$ cat config.mk
export PLATFORM = sky130hd
export DESIGN_NAME = game_session
export DESIGN_NICKNAME = d
export VERILOG_FILES = /design/src/rtl/game_pkg.sv /design/src/rtl/game_player_slot.sv /design/src/rtl/game_session.sv
export SDC_FILE = /design/constraint.sdc
export NUM_CORES = 1
export LEC_CHECK = 0
export BUFFER_PORTS_ARGS = -buffer_cell sky130_fd_sc_hd__buf_2
export CAP_MARGIN = 20
export CORE_MARGIN = 2
export CORE_UTILIZATION = 35
export DETAILED_ROUTE_END_ITERATION = 10
export HOLD_SLACK_MARGIN = 0.05
export SYNTH_ARGS = -nofsm -noshare
export SYNTH_HDL_FRONTEND = slang
export SYNTH_SLANG_ARGS = --single-unit
$ cat constraint.sdc
create_clock -name clk -period 4.2 [get_ports clk]
set_clock_uncertainty 0.15 [all_clocks]
set_input_delay 0.63 -clock clk [delete_from_list [all_inputs] [get_ports clk]]
set_output_delay 0.63 -clock clk [all_outputs]
set_load 0.1 [all_outputs]
$ cat src/rtl/game_pkg.sv
// Shared types and widths for the multi-player snake game session controller.
package game_pkg;
  localparam int LIVES_W  = 3;
  localparam int LEVEL_W  = 3;
  localparam int PLAYER_W = 2;

  typedef enum logic [2:0] {
    ST_IDLE   = 3'd0,
    ST_RUN    = 3'd1,
    ST_PAUSED = 3'd2,
    ST_OVER   = 3'd3,
    ST_WON    = 3'd4
  } state_t;
endpackage

$ cat src/rtl/game_player_slot.sv
// Per-player bookkeeping: lives, score, alive flag and the respawn sit-out counter.
module game_player_slot
  import game_pkg::*;
#(
  parameter int LIVES         = 3,
  parameter int SCORE_W       = 8,
  parameter int WIN_SCORE     = 200,
  parameter int RESPAWN_TICKS = 4
) (
  input  logic               clk,
  input  logic               rst,
  input  logic               restart,
  input  logic               run,
  input  logic               tick,
  input  logic               eat,
  input  logic               failure,
  input  logic               success,
  output logic [LIVES_W-1:0] lives,
  output logic [SCORE_W-1:0] score,
  output logic               alive,
  output logic               respawn,
  output logic               busy,
  output logic               dying,
  output logic               win_hit
);
  localparam int RESP_W = $clog2(RESPAWN_TICKS + 2);
  localparam logic [SCORE_W-1:0] SCORE_MAX = '1;

  logic [RESP_W-1:0]  respawn_cnt;
  logic [SCORE_W-1:0] score_next;
  logic               eat_ok;
  logic               fail_ok;

  assign eat_ok     = run && alive && eat;
  assign fail_ok    = run && alive && failure;
  assign dying      = fail_ok && (lives == LIVES_W'(1));
  assign busy       = (respawn_cnt != '0);
  assign score_next = (eat_ok && score != SCORE_MAX) ? score + 1'b1 : score;
  // Score win is judged on the post-increment value so the winning apple counts.
  assign win_hit    = run && alive && (success || (eat_ok && 32'(score_next) >= WIN_SCORE));

  always_ff @(posedge clk) begin
    if (rst || restart) begin
      lives       <= LIVES_W'(LIVES);
      score       <= '0;
      alive       <= 1'b1;
      respawn_cnt <= '0;
      respawn     <= !rst;
    end else begin
      score   <= score_next;
      respawn <= 1'b0;
      if (fail_ok) begin
        if (lives > LIVES_W'(1)) begin
          lives       <= lives - 1'b1;
          respawn     <= 1'b1;
          respawn_cnt <= RESP_W'(RESPAWN_TICKS);
        end else begin
          lives <= '0;
          alive <= 1'b0;
        end
      end else if (run && tick && busy) begin
        respawn_cnt <= respawn_cnt - 1'b1;
      end
    end
  end
endmodule

$ cat src/rtl/game_session.sv
// Game session controller: session FSM, shared apple/level tracking and one slot per player.
module game_session
  import game_pkg::*;
#(
  parameter int NUM_PLAYERS   = 2,
  parameter int LIVES         = 3,
  parameter int SCORE_W       = 8,
  parameter int WIN_SCORE     = 200,
  parameter int LEVEL_STEP    = 5,
  parameter int MAX_LEVEL     = 7,
  parameter int RESPAWN_TICKS = 4
) (
  input  logic                           clk,
  input  logic                           rst,
  input  logic                           i_restart,
  input  logic                           i_pause,
  input  logic [NUM_PLAYERS-1:0]         i_started,
  input  logic                           i_tick,
  input  logic                           i_apple_ready,
  input  logic [NUM_PLAYERS-1:0]         i_failure,
  input  logic [NUM_PLAYERS-1:0]         i_success,
  input  logic [NUM_PLAYERS-1:0]         i_eat,
  output logic [NUM_PLAYERS-1:0]         o_apply_tick,
  output logic [NUM_PLAYERS-1:0]         o_respawn,
  output logic [2:0]                     o_state,
  output logic [NUM_PLAYERS-1:0]         o_alive,
  output logic [NUM_PLAYERS*LIVES_W-1:0] o_lives,
  output logic [NUM_PLAYERS*SCORE_W-1:0] o_score,
  output logic [LEVEL_W-1:0]             o_level,
  output logic                           o_failure,
  output logic                           o_success,
  output logic [PLAYER_W-1:0]            o_winner
);
  localparam int APPLE_W = $clog2(LEVEL_STEP + NUM_PLAYERS + 1);

  state_t                  state, state_next;
  logic                    run;
  logic [NUM_PLAYERS-1:0]  alive, busy, dying, win_hit, eat_ok;
  logic [APPLE_W-1:0]      apple_cnt, eat_count, apple_sum;
  logic [LEVEL_W-1:0]      level;
  logic [PLAYER_W-1:0]     win_idx;

  assign run          = (state == ST_RUN);
  assign eat_ok       = i_eat & alive & {NUM_PLAYERS{run}};
  assign o_alive      = alive;
  assign o_level      = level;
  assign o_apply_tick = {NUM_PLAYERS{i_tick && run && i_apple_ready}} & alive & i_started & ~busy;

  for (genvar p = 0; p < NUM_PLAYERS; p++) begin : g_slot
    game_player_slot #(
      .LIVES(LIVES), .SCORE_W(SCORE_W), .WIN_SCORE(WIN_SCORE), .RESPAWN_TICKS(RESPAWN_TICKS)
    ) u_slot (
      .clk(clk), .rst(rst), .restart(i_restart), .run(run), .tick(i_tick),
      .eat(i_eat[p]), .failure(i_failure[p]), .success(i_success[p]),
      .lives(o_lives[p*LIVES_W +: LIVES_W]), .score(o_score[p*SCORE_W +: SCORE_W]),
      .alive(alive[p]), .respawn(o_respawn[p]), .busy(busy[p]),
      .dying(dying[p]), .win_hit(win_hit[p])
    );
  end

  // Simultaneous eats all count toward the shared level progress.
  always_comb begin
    eat_count = '0;
    for (int p = 0; p < NUM_PLAYERS; p++) eat_count = eat_count + APPLE_W'(eat_ok[p]);
    apple_sum = apple_cnt + eat_count;
  end

  always_comb begin
    win_idx = '0;
    for (int p = NUM_PLAYERS - 1; p >= 0; p--) if (win_hit[p]) win_idx = PLAYER_W'(p);
  end

  always_ff @(posedge clk) begin
    if (rst || i_restart) begin
      apple_cnt <= '0;
      level     <= '0;
      o_winner  <= '0;
    end else begin
      if (apple_sum >= APPLE_W'(LEVEL_STEP)) begin
        apple_cnt <= apple_sum - APPLE_W'(LEVEL_STEP);
        if (level < LEVEL_W'(MAX_LEVEL)) level <= level + 1'b1;
      end else begin
        apple_cnt <= apple_sum;
      end
      if (run && (|win_hit)) o_winner <= win_idx;
    end
  end

  always_ff @(posedge clk) begin
    if (rst || i_restart) state <= ST_IDLE;
    else                  state <= state_next;
  end

  // A win outranks the whole field dying in the same cycle.
  always_comb begin
    state_next = state;
    case (state)
      ST_IDLE:   if ((|i_started) && i_apple_ready) state_next = ST_RUN;
      ST_RUN: begin
        if (|win_hit)                 state_next = ST_WON;
        else if (&(~alive | dying))   state_next = ST_OVER;
        else if (i_pause)             state_next = ST_PAUSED;
      end
      ST_PAUSED: if (!i_pause) state_next = ST_RUN;
      default:   state_next = state;
    endcase
  end

  always_comb begin
    o_state   = state;
    o_failure = (state == ST_OVER);
    o_success = (state == ST_WON);
  end
endmodule

[Yosys cells after proc, flatten, opt, wreduce, memory -nomap -nowiden]
Index checks and enable logic that the tools add are counted.
Word-level totals
  bits in registers: 43
  input bits: 14
  output and inout bits: 38
  word-level logic and storage cells: 117
Cells by class
  $add $sub $neg: 10
  order comparisons: 6
  equal/unequal tests: 13
  mux-type cells: 25
  bitwise operators: 10
  reductions and logical operators: 39
Operators by type and width (count)
  two-way mux 3 bit: 14
  logical AND 1 bit: 20
  adder 8 x 1 -> 8 bit, second input constant: 2
  greater-or-equal comparator 8 bit, second input constant: 2
  two-way mux 8 bit: 2
  != test 8 bit, second input constant: 2
  AND reduction 2 bit: 6
  subtractor 3 x 1 -> 3 bit, second input constant: 4
  AND 2 bit: 5
  equality test 3 x 1 -> 1 bit, second input constant: 3
  case mux 3 bit (3 select lines): 1
  nonzero test 3 bit: 3
  != test 2 bit, second input constant: 4
  two-way mux 1 bit: 7
  equality test 3 x 2 -> 1 bit, second input constant: 2
  greater-than comparator 3 x 1 -> 1 bit, second input constant: 2
  != test 4 bit, second input constant: 1
  NOT 2 bit: 2
  AND reduction 4 bit: 1
  nonzero test 2 bit: 2
  OR reduction 2 bit: 2
  adder 3 x 1 -> 3 bit, second input constant: 1
  adder 3 x 2 -> 3 bit: 1
  equality test 3 bit, second input constant: 1
  10 further kinds: 13

[Depth between registers and ports, before layout]
Gate-level depths: netlist of run 1.
  depth in word-level cells: 12
  gate-level depth with buffers: 13
  gate-level depth less buffers: 12

[Modules after synthesis]
Synthesis of run 1 repeated with hierarchy kept, for this count alone.
Unflattened totals
  cell total of the unflattened synthesis: 293
  area total of the unflattened synthesis: 2447.3 sq um
Modules (own cells, without submodules)
  game_player_slot: times used 2, cells an instance 110, area an instance 909.6 sq um, seq. area each 320.3 sq um
  game_session: times used 1, cells an instance 73, area an instance 628.1 sq um, seq. area each 200.2 sq um

[Least setup slack after synthesis of run 1]
OpenSTA, ideal clock, no wires.
  path kind: register -> output
  start point: register state[2], in the netlist o_state[2]
  end point: output o_success
  arrival: 3.497 ns
  data required time: 3.420 ns
  path slack: -0.077 ns
  stages on the path, launching flop included: 3
  buffers on the path: 1
  cell sequence: dfxtp_1 -> buf_2 -> nor3b_1
On the way
  word-level cells in the longest chain between the ends: 1
RTL lines
  from (decl): line game_session.sv:36  | state_t state, state_next;
  from (signal assigned): line game_session.sv:91  | else state <= state_next;
  equality test 3 bit: line game_session.sv:112  | o_success = (state == ST_WON);
  to (decl): line game_session.sv:31  | output logic o_success,
Every way passes these cells.

[Worst setup path in the final report of run 1]
  start point: register state[1], in the netlist o_state[1]
  end point: register level[2], in the netlist o_level[2]
On the way
  word-level cells in the longest chain between the ends: 6
RTL lines
  equality test 3 x 1 -> 1 bit: line game_session.sv:43  | assign run = (state == ST_RUN);
  AND 2 bit: line game_session.sv:44  | assign eat_ok = i_eat & alive & {NUM_PLAYERS{run}};
  adder 1 x 1 -> 2 bit: line game_session.sv:64  | for (int p = 0; p < NUM_PLAYERS; p++) eat_count = eat_count + APPLE_W'(eat_ok[p]);
  adder 3 x 2 -> 3 bit: line game_session.sv:65  | apple_sum = apple_cnt + eat_count;
  greater-or-equal comparator 3 bit: line game_session.sv:79  | if (apple_sum >= APPLE_W'(LEVEL_STEP)) begin
  AND reduction 2 bit (no line)
  to (signal assigned): line game_session.sv:81  | if (level < LEVEL_W'(MAX_LEVEL)) level <= level + 1'b1;
  to (decl): line game_session.sv:40  | logic [LEVEL_W-1:0] level;
Every way passes these cells.
A chain may end at the register's enable or synchronous reset.

==> results of run 1 <==
-- stage by stage --
step           utilization (%)  total power [mW]  worst slack [ns]  cell area [um^2]  hold WS, ns
2_1_floorplan                -             0.468             0.516              2340        0.305
3_3_place_gp              41.0             0.484              1.26              2620        0.319
3_5_place_dp              41.0             0.484              1.16              2620        0.329
4_1_cts                   42.4             0.755              1.14              2710        0.348
5_1_grt                   42.4             0.778             0.811              2710        0.370
6_report                  42.4             0.744              1.15              2710        0.338
-- Yosys cell counts (2+ instances only) --
master                     number  share of area, %
sky130_fd_sc_hd__nand2b_1       3              0.80
sky130_fd_sc_hd__a311oi_1       2              0.75
sky130_fd_sc_hd__xor2_1         2              0.75
sky130_fd_sc_hd__nand3_1        8               1.7
sky130_fd_sc_hd__o21ai_0        9               1.9
sky130_fd_sc_hd__nor2b_1        3              0.80
sky130_fd_sc_hd__a21oi_1       16               3.4
sky130_fd_sc_hd__and3_1         5               1.3
sky130_fd_sc_hd__o21bai_1       2              0.64
sky130_fd_sc_hd__or4_1          2              0.64
sky130_fd_sc_hd__ha_1          14               7.5
sky130_fd_sc_hd__o31ai_1        4               1.3
sky130_fd_sc_hd__nand4_1        2              0.54
sky130_fd_sc_hd__nor3_1         9               1.9
sky130_fd_sc_hd__and2_1         3              0.80
sky130_fd_sc_hd__mux2i_1        6               2.6
sky130_fd_sc_hd__dfxtp_1       42                36
sky130_fd_sc_hd__o211ai_1       5               1.6
sky130_fd_sc_hd__clkbuf_1       5              0.80
sky130_fd_sc_hd__a22oi_1        2              0.64
sky130_fd_sc_hd__nor4_1         4               1.1
sky130_fd_sc_hd__buf_4          5               1.6
sky130_fd_sc_hd__buf_2          2              0.43
sky130_fd_sc_hd__xnor2_1       14               5.3
sky130_fd_sc_hd__nand2_1       26               4.2
sky130_fd_sc_hd__nor3b_1        3              0.97
sky130_fd_sc_hd__nor2_1        37               6.0
sky130_fd_sc_hd__inv_1         18               2.9
sky130_fd_sc_hd__nand3b_1       3              0.97
-- report_power, final --
part	switching (mW)	total, mW	internal (mW)
sequential	0.00346	0.404	0.401
combinational	0.0527	0.0706	0.0179
clock	0.136	0.268	0.133
total	0.192	0.744	0.552
-- final cells by class --
| type | count | area, um^2 | share of cell area (%) |
|---|---|---|---|
| clock inverter | 1 | 5.00 | 0.185 |
| sequential | 42 | 841 | 31.0 |
| timing repair buffer | 50 | 250 | 9.23 |
| multi-input combinational | 208 | 1360 | 50.3 |
| clock buffer | 7 | 86.3 | 3.19 |
| tap | 77 | 96.3 | 3.55 |
| inverter | 18 | 67.6 | 2.49 |
-- registers in the layout, indices dropped and copies added, names as in the netlist --
register / count
o_winner: 1
g_slot.u_slot.alive: 2
g_slot.u_slot.respawn: 2
apple_cnt: 3
g_slot.u_slot.respawn_cnt: 6
o_state: 3
g_slot.u_slot.lives: 6
o_level: 3
g_slot.u_slot.score: 16
-- final timing paths --
path,from,to,slack (ns),depth (start not counted)
setup / recovery,o_state[1],o_level[2],1.15,11
hold reg to reg,g_slot[1].u_slot.lives[2],g_slot[1].u_slot.lives[2],0.34,2
hold / removal,g_slot[1].u_slot.lives[2],g_slot[1].u_slot.lives[2],0.34,2
setup reg to reg,o_state[1],o_level[2],1.15,11
-- cell families after synthesis --
kind of cell / share of synthesized area (%)
buffers and inverters: 5.74
other: 0.161
muxes: 3.06
and+or+nand+nor: 26.3
xor gates and xnor gates: 6.01
DFF: 36.0
adders and majority gates: 8.36
AOI/OAI and AO/OA: 14.4
-- critical path: stages (launching register included) --
cell and delay [ns]:
sky130_fd_sc_hd__dfxtp_1 0.53, sky130_fd_sc_hd__and4bb_2 0.34, sky130_fd_sc_hd__nand2_1 0.13, sky130_fd_sc_hd__inv_1 0.08, sky130_fd_sc_hd__fa_1 0.39, sky130_fd_sc_hd__ha_1 0.30, sky130_fd_sc_hd__inv_1 0.11, sky130_fd_sc_hd__ha_1 0.18
sky130_fd_sc_hd__nor2_1 0.05, sky130_fd_sc_hd__nor2_1 0.35, sky130_fd_sc_hd__a21oi_1 0.12, sky130_fd_sc_hd__a311oi_1 0.23
-- metal layers --
layer	part of all wire, %	wire length, um
met5	0	0
met4	0.46	24
met3	7.6	397
met2	44	2290
met1	48	2520
-- cell usage in the layout, fill, tap and decap left out, types with 4 or more instances in the layout --
cell type                  instances
sky130_fd_sc_hd__buf_2            50
sky130_fd_sc_hd__dfxtp_1          42
sky130_fd_sc_hd__nor2_1           37
sky130_fd_sc_hd__nand2_1          26
sky130_fd_sc_hd__inv_1            18
sky130_fd_sc_hd__a21oi_1          16
sky130_fd_sc_hd__xnor2_1          14
sky130_fd_sc_hd__ha_1             14
sky130_fd_sc_hd__nor3_1            9
sky130_fd_sc_hd__o21ai_0           9
sky130_fd_sc_hd__nand3_1           8
sky130_fd_sc_hd__mux2i_1           6
sky130_fd_sc_hd__clkbuf_8          6
sky130_fd_sc_hd__and3_1            5
sky130_fd_sc_hd__o211ai_1          5
sky130_fd_sc_hd__o31ai_1           4
sky130_fd_sc_hd__nor4_1            4
==> metrics.log, run 1 <==
INFO  metric headroom_to_the_max_slew_limit = between 30% and 40%
INFO  metric slew_viol_final = 0
INFO  metric peakVddDrop = 0.000186 V
INFO  metric gr_peak_layer = met2
INFO  metric detail_route.vias_per_cell = a little over 5
INFO  metric cell_pwr_density = approximately 270 nW/um^2
INFO  metric antenna_found_initial = 0
INFO  metric diodes = 0
INFO  metric number_of_register_bits_inferred_by_synthesis = 42
INFO  metric detailedRoute.firstPassIterationCount = 4
INFO  metric period_minus_slack = 3.05 ns
INFO  metric tritoncts_clock_tree = built
INFO  metric max_cap_violations = 0
INFO  metric clock_tree.buffer_depth = 2
INFO  metric status = completed
INFO  metric cts_num_sinks = 42
INFO  metric remaining_drc_errors = 0
INFO  metric cts.htree.levels = 2
INFO  metric post_synth_inst_count = 280
INFO  metric starting_density = between 30% and 40%
INFO  metric power.leakage = 1.12 nW
INFO  metric first_iter_violations = 73
INFO  metric setup_total_negative_slack = 0 ns
INFO  metric ioPinCount = 52
INFO  metric area.growth.synth_to_final = 16.1%
INFO  metric first_global_vias = 1863
INFO  metric root_buffer = sky130_fd_sc_hd__clkbuf_8
INFO  metric grtUsageMet2 = between 20% and 30%
INFO  metric clk_latency = 0.29 ns
INFO  metric synth-warning-count = 0
INFO  metric number_of_input_and_output_port_buffers_inserted = 50
INFO  metric synth_ff_type = sky130_fd_sc_hd__dfxtp_1
INFO  metric final-hold-violation-count = 0
INFO  metric worstSetupStartpointType = flip-flop
INFO  metric design.core.area = approximately 6400 um^2
INFO  metric synth_fp_nets = 309
INFO  metric critPathKind = flip-flop to flip-flop
INFO  metric setup_repair_after_global_routing_missed_its_margin = false
INFO  metric max_slew.worst_pin.slew = 0.959 ns
INFO  metric resized_after_cts = 0
INFO  metric fin_crit_sh = 72.7%
INFO  metric die_w = 85.7 um
INFO  metric report.final.setup_viol = 0
INFO  metric drt-total-wl = ~5200 um
INFO  metric final_antenna_net_count = 0
INFO  metric remaining_global_route_overflow = 0
INFO  metric detailroute.via_count = 2047
INFO  metric finish.net_count = ~350
INFO  metric syn_area = 2330 um^2
INFO  metric dpl.cell_count = 395
INFO  metric tritoncts.num_buffers = 5
INFO  metric placementRows = 29
INFO  metric ys_seq_area_share = between 30% and 40%
INFO  metric critical_path_peak_fanout = 10
INFO  metric design.die.area = 7340 um^2
INFO  metric ys_async_sr_fraction = 0%
INFO  metric count_of_flip_flops_with_a_built_in_enable_after_synthesis = 0
INFO  metric chipHeight = 85.7 um
INFO  metric min_path_type = flip-flop to flip-flop
INFO  metric synth_cell_types = 53
INFO  metric crit_path_end_kind = flip-flop
INFO  metric share_of_cells_above_drive_strength_1 = between 20% and 30%
INFO  metric cts-hold-fix-buffers = 0
INFO  metric post-dp-hpwl = 3880 um
INFO  metric grt_first_pass_wirelength = 8520 um
INFO  metric fin_cells = 403
INFO  metric wl_per_cell = 13.0 um
INFO  metric timing.fmax = between 300 and 400 MHz
INFO  metric timing.critical_path.arrival = 3.11 ns
INFO  metric worstPathRequired = 4.25 ns
INFO  metric worst_setup_hold_path_clk_slew = about 0.080 ns
INFO  metric grt_max_degree = 30
INFO  metric post_cts_buffers = 0
INFO  metric groute.layer.met1.usage = 18.7%
INFO  metric global_route.usage.total = 14.3%
INFO  metric fillers = 677
INFO  metric synth.avg_cell_area = 8.33 um^2
INFO  metric routability_driven_placement_congestion_ratio = 0.849
INFO  metric grt_use_met3 = 4.91%
No activity file was read; power rests on OpenSTA's default activity.
==> run 2: changes to the inputs <==
==> constraint.sdc (replaced) <==
create_clock -name clk -period 2.8 [get_ports clk]
set_clock_uncertainty 0.15 [all_clocks]
set_input_delay 0.42 -clock clk [delete_from_list [all_inputs] [get_ports clk]]
set_output_delay 0.42 -clock clk [all_outputs]
set_load 0.1 [all_outputs]
==> metrics.log, run 2 (synthesis gave the netlist of run 1 again) <==
INFO  metric status = completed
INFO  metric fin_crit_sh = 93.2%
INFO  metric period_minus_slack = 2.61 ns
INFO  metric tritoncts.num_buffers = 5
INFO  metric ioPinCount = 52
INFO  metric number_of_input_and_output_port_buffers_inserted = 50
INFO  metric cts_num_sinks = 42
INFO  metric layout_commonest_cell = sky130_fd_sc_hd__buf_2
INFO  metric routability_driven_placement_congestion_ratio = 0.875
INFO  metric clk_latency = roughly 0.30 ns
INFO  metric worst_setup_hold_path_clk_slew = 0.08 ns
INFO  metric remaining_global_route_overflow = 0
INFO  metric setup_total_negative_slack = 0 ns
INFO  metric share_of_cells_above_drive_strength_1 = between 20% and 30%
INFO  metric final-hold-violation-count = 0
INFO  metric global_route.usage.total = 14.9%
INFO  metric detailroute.via_count = about 2.1k
INFO  metric worstSetupStartpointType = flip-flop
INFO  metric peakVddDrop = 0.000199 V
INFO  metric largest_reg_flops = 16
INFO  metric max_cap_violations = 0
INFO  metric largest_registers = g_slot.u_slot.score: 16 flops, g_slot.u_slot.lives: 6 flops, g_slot.u_slot.respawn_cnt: 6 flops
INFO  metric finalHoldWorstSlack = approximately 0.16 ns
INFO  metric setup_repair_after_global_routing_missed_its_margin = false
INFO  metric cts.htree.levels = 2
INFO  metric placementRows = 29
INFO  metric r2r_cells = 12
INFO  metric root_buffer = sky130_fd_sc_hd__clkbuf_8
INFO  metric first_global_vias = 1923
INFO  metric detailedRoute.firstPassIterationCount = 4
INFO  metric design.core.area = 6390 um^2
INFO  metric finish.net_count = 361
INFO  metric worstPathRequired = between 2 and 3 ns
INFO  metric power.leakage = 1.17 nW
INFO  metric diodes = 0
INFO  metric layout_common_cells = sky130_fd_sc_hd__buf_2, sky130_fd_sc_hd__dfxtp_1, sky130_fd_sc_hd__nor2_1
INFO  metric grt_max_degree = 29
INFO  metric tritoncts_clock_tree = built
INFO  metric first_iter_violations = 73
INFO  metric crit_path_end_kind = flip-flop
INFO  metric starting_density = 36.5%
INFO  metric slew_viol_final = 0
INFO  metric hold_critical_path_depth = 2
INFO  metric timing.critical_path.arrival = 2.64 ns
INFO  metric wl_per_cell = roughly 13 um
INFO  metric grt_first_pass_wirelength = 8880 um
INFO  metric resized_after_cts = 0
INFO  metric antenna_found_initial = 0
INFO  metric post-dp-hpwl = between 3000 and 4000 um
INFO  metric report.final.setup_viol = 0
INFO  metric clock_tree.buffer_depth = 2
INFO  metric drt-total-wl = 5260 um
INFO  metric chipHeight = 85.7 um
INFO  metric headroom_to_the_max_slew_limit = 49.2%
INFO  metric min_path_type = primary input to flip-flop
INFO  metric remaining_drc_errors = 0
INFO  metric largest-register = g_slot.u_slot.score
INFO  metric cts-hold-fix-buffers = 0
INFO  metric design.die.area = 7340 um^2
INFO  metric area.growth.synth_to_final = 21.3%
INFO  metric timing.fmax = 383 MHz
INFO  metric cell_pwr_density = 453 nW/um^2
INFO  metric post_cts_buffers = 0
INFO  metric final_antenna_net_count = 0
INFO  metric critPathKind = flip-flop to flip-flop
INFO  metric critical_path_peak_fanout = 11
INFO  metric die_w = 85.7 um
INFO  metric detail_route.vias_per_cell = around 5.2
INFO  metric max_slew.worst_pin.slew = 0.759 ns
run 2: routing by layer:
| layer | track usage [%] | wire length (um) | up-vias |
|---|---|---|---|
| met4 | 3.90 | 54 | 0 |
| met3 | 3.46 | 254 | 5 |
| li1 | - | - | 1071 |
| met5 | 0 | 0 | - |
| met1 | 19.6 | 2490 | 1007 |
| met2 | 24.6 | 2460 | 40 |
run 2: worst max-delay path: stages, from the launching register on:
cell and delay (ns):
sky130_fd_sc_hd__dfxtp_4 0.41, sky130_fd_sc_hd__and4bb_2 0.28, sky130_fd_sc_hd__nand2_2 0.09, sky130_fd_sc_hd__inv_1 0.06, sky130_fd_sc_hd__fa_1 0.38, sky130_fd_sc_hd__ha_1 0.31
sky130_fd_sc_hd__inv_2 0.08, sky130_fd_sc_hd__ha_1 0.16, sky130_fd_sc_hd__nor2_1 0.06, sky130_fd_sc_hd__nor2_2 0.23, sky130_fd_sc_hd__nand2_1 0.09, sky130_fd_sc_hd__a22oi_1 0.14
sky130_fd_sc_hd__nor2_1 0.05
run 2: final timing paths:
path / slack [ns] / endpoint / start
hold / removal: 0.16 / g_slot[1].u_slot.respawn / rst
setup reg to reg: 0.19 / o_level[1] / o_state[2]
hold reg to reg: 0.34 / g_slot[1].u_slot.lives[2] / g_slot[1].u_slot.lives[2]
setup / recovery: 0.19 / o_level[1] / o_state[2]
run 2: power breakdown:
group,internal (mW),switching (mW)
sequential,0.600,0.00494
clock,0.345,0.221
combinational,0.0306,0.0816
total,0.975,0.308
run 2: area by class of cell:
class	instances	area, um^2
Fill cell	648	3560
Multi-Input combinational cell	208	1370
Sequential cell	42	852
Timing Repair Buffer	57	303
Clock buffer	7	108
Tap cell	77	96.3
Inverter	18	67.6
Clock inverter	1	30.0
run 2: stage by stage:
step | worst slack [ns] | power [mW] | utilization (%) | cells | area, um^2
after detailed placement | 0.192 | 0.732 | 42.2 | 402 | 2690
after global placement | 0.257 | 0.731 | 42.2 | 402 | 2690
final | 0.190 | 1.28 | 44.3 | 410 | 2830
after floorplan | 0.00527 | 0.702 | - | 280 | 2370
after CTS | 0.186 | 1.31 | 44.3 | 410 | 2830
after global routing | 0.0143 | 1.34 | 44.3 | 410 | 2830
==> run 3: changes to the inputs <==
--- a/config.mk
+++ b/config.mk
@@ -11,6 +11,7 @@
 export CORE_UTILIZATION = 35
 export DETAILED_ROUTE_END_ITERATION = 10
 export HOLD_SLACK_MARGIN = 0.05
+export REMOVE_ABC_BUFFERS = 1
 export SYNTH_ARGS = -nofsm -noshare
 export SYNTH_HDL_FRONTEND = slang
 export SYNTH_SLANG_ARGS = --single-unit
==> metrics.log, run 3 (synthesis gave the netlist of run 1 again) <==
INFO  metric die_w = 85.7 um
INFO  metric worstSetupStartpointType = flip-flop
INFO  metric cts_num_sinks = 42
INFO  metric area.growth.synth_to_final = 19.9%
INFO  metric grt_use_met3 = 4.91%
INFO  metric first_global_vias = 1988
INFO  metric detail_route.vias_per_cell = just over 5
INFO  metric crit_path_end_kind = flip-flop
INFO  metric timing.critical_path.arrival = 2.58 ns
INFO  metric reg2reg_setup_slack = roughly 0.23 ns
INFO  metric fin_crit_sh = approximately nine tenths
INFO  metric placementRows = 29
INFO  metric status = completed
INFO  metric ioPinCount = between 50 and 60
INFO  metric final-hold-violation-count = 0
INFO  metric cts.htree.levels = 2
INFO  metric min_delay_worst_endpoint = g_slot[0].u_slot.respawn
INFO  metric global_route.usage.total = between 15 and 20%
INFO  metric peakVddDrop = 0.000199 V
INFO  metric root_buffer = sky130_fd_sc_hd__clkbuf_8
INFO  metric gr_peak_layer = met2
INFO  metric share_of_cells_above_drive_strength_1 = ~23%
INFO  metric remaining_drc_errors = 0
INFO  metric number_of_input_and_output_port_buffers_inserted = 50
INFO  metric finish.net_count = around 370
INFO  metric netSwitchingPower = 0.302 mW
INFO  metric post_cts_buffers = 0
INFO  metric clock_tree.buffer_depth = 2
INFO  metric worst_setup_hold_path_clk_slew = around 0.090 ns
INFO  metric max_cap_violations = 0
INFO  metric power.leakage = 1.16 nW
INFO  metric hold_critical_path_depth = 2
INFO  metric largest_reg_flops = 16
INFO  metric largest_registers = g_slot.u_slot.score: 16 flops, g_slot.u_slot.lives: 6 flops, g_slot.u_slot.respawn_cnt: 6 flops
INFO  metric fillers = 653
INFO  metric starting_density = 36.5%
INFO  metric diodes = 0
INFO  metric layout_common_cells = sky130_fd_sc_hd__buf_2, sky130_fd_sc_hd__dfxtp_1, sky130_fd_sc_hd__nor2_1
INFO  metric cts-hold-fix-buffers = 0
INFO  metric drt-total-wl = 5280 um
INFO  metric post-dp-hpwl = 4010 um
INFO  metric period_minus_slack = 2.57 ns
INFO  metric design.core.area = 6390 um^2
INFO  metric utilization = 43.8%
INFO  metric crit_reg_reg_endpoint = o_level[1]
INFO  metric comb_pwr_share = 10.2%
INFO  metric min-delay-start = rst
INFO  metric setup_total_negative_slack = 0 ns
INFO  metric grt_max_degree = 30
INFO  metric report.final.setup_viol = 0
INFO  metric remaining_global_route_overflow = 0
INFO  metric antenna_found_initial = 0
INFO  metric groute.layer.met1.usage = between 20% and 30%
INFO  metric cell_pwr_density = 405 nW/um^2
INFO  metric headroom_to_the_max_slew_limit = 59.8%
INFO  metric min_path_type = primary input to flip-flop
INFO  metric routability_driven_placement_congestion_ratio = 0.816
INFO  metric setup_repair_after_global_routing_missed_its_margin = false
INFO  metric worstReg2RegStart = o_state[2]
INFO  metric worstPathRequired = about 2.8 ns
INFO  metric timing.fmax = 389 MHz
INFO  metric p_sw_share = 26.6%
INFO  metric critPathLaunch = o_state[2]
INFO  metric layout_commonest_cell = sky130_fd_sc_hd__buf_2
INFO  metric detailroute.via_count = 2142
INFO  metric tritoncts_clock_tree = built
INFO  metric tritoncts.num_buffers = 5
INFO  metric detailedRoute.firstPassIterationCount = 4
INFO  metric wl_per_cell = 12.7 um
INFO  metric grt_first_pass_wirelength = about 9100 um
INFO  metric chipHeight = 85.7 um
INFO  metric design.die.area = 7340 um^2
INFO  metric critPathKind = flip-flop to flip-flop
INFO  metric clk_latency = approximately 0.30 ns
INFO  metric grtUsageMet2 = approximately a quarter
INFO  metric first_iter_violations = 64
INFO  metric critical_path_peak_fanout = 7
INFO  metric largest-register = g_slot.u_slot.score
INFO  metric power_frac_clock = 36.5%
INFO  metric final_antenna_net_count = 0
INFO  metric power.sequential.fraction = 53.3%
INFO  metric slew_viol_final = 0
INFO  metric max_slew.worst_pin.slew = 0.603 ns
INFO  metric cellInternalPower = 0.832 mW
INFO  metric r2r_cells = 11
[run 3: what timing repair did]
item                                    in CTS  in global routing
resized for setup                            0                  2
endpoints found under the hold margin        0                  0
endpoints found under the setup margin       0                  4
[run 3: critical path, stage by stage (launching register included)]
cell and delay (ns):
sky130_fd_sc_hd__dfxtp_1 0.34, sky130_fd_sc_hd__and4bb_2 0.24, sky130_fd_sc_hd__nand2_1 0.13, sky130_fd_sc_hd__inv_1 0.07, sky130_fd_sc_hd__fa_1 0.39, sky130_fd_sc_hd__ha_1 0.30
sky130_fd_sc_hd__inv_1 0.06, sky130_fd_sc_hd__ha_1 0.21, sky130_fd_sc_hd__nor2_1 0.20, sky130_fd_sc_hd__nor2_4 0.09, sky130_fd_sc_hd__a22oi_1 0.20, sky130_fd_sc_hd__nor2_1 0.05
[run 3: worst max-delay path by stage]
stage,to,cells past startpoint,slack [ns]
floorplan,o_success,1,-1.17
global placement,o_level[2],11,0.15
detailed placement,o_level[2],11,0.03
CTS,o_level[2],11,0.03
global route,o_level[0],11,0.01
finish,o_level[1],11,0.23
[run 3: cell type report]
class / instances / area (um^2) / share of cell area, %
clock buffer: 6 / 82.6 / 2.95
clock inverter: 2 / 12.5 / 0.447
inverter: 18 / 67.6 / 2.41
multi-input combinational: 208 / 1370 / 48.8
sequential: 42 / 841 / 30.0
tap: 77 / 96.3 / 3.44
timing repair buffer: 61 / 333 / 11.9
[run 3: metal layers]
metal / up-vias / part of all wire, %
met1: 1002 / 49
met3: 4 / 5.3
met4: 0 / 0.64
met2: 52 / 45
met5: - / 0
li1: 1084 / -
[run 3: through the flow]
step                setup slack [ns]  std cells  hold slack (ns)  area, um^2  power (mW)
global route                  0.0105        414            0.152        2800        1.19
floorplan                      -1.17        268            0.305        2270       0.697
CTS                           0.0261        414            0.143        2790        1.15
finish                         0.226        414            0.159        2800        1.13
global placement               0.150        406            0.319        2700       0.732
detailed placement            0.0260        406            0.331        2700       0.734
[run 3: power groups by stage]
stage	Sequential [mW]	Combinational, mW	Clock, mW
after floorplan	0.650	0.0474	0
after CTS	0.604	0.116	0.434
after global placement	0.618	0.114	0
after global routing	0.605	0.125	0.464
final	0.604	0.116	0.414
after detailed placement	0.618	0.115	0
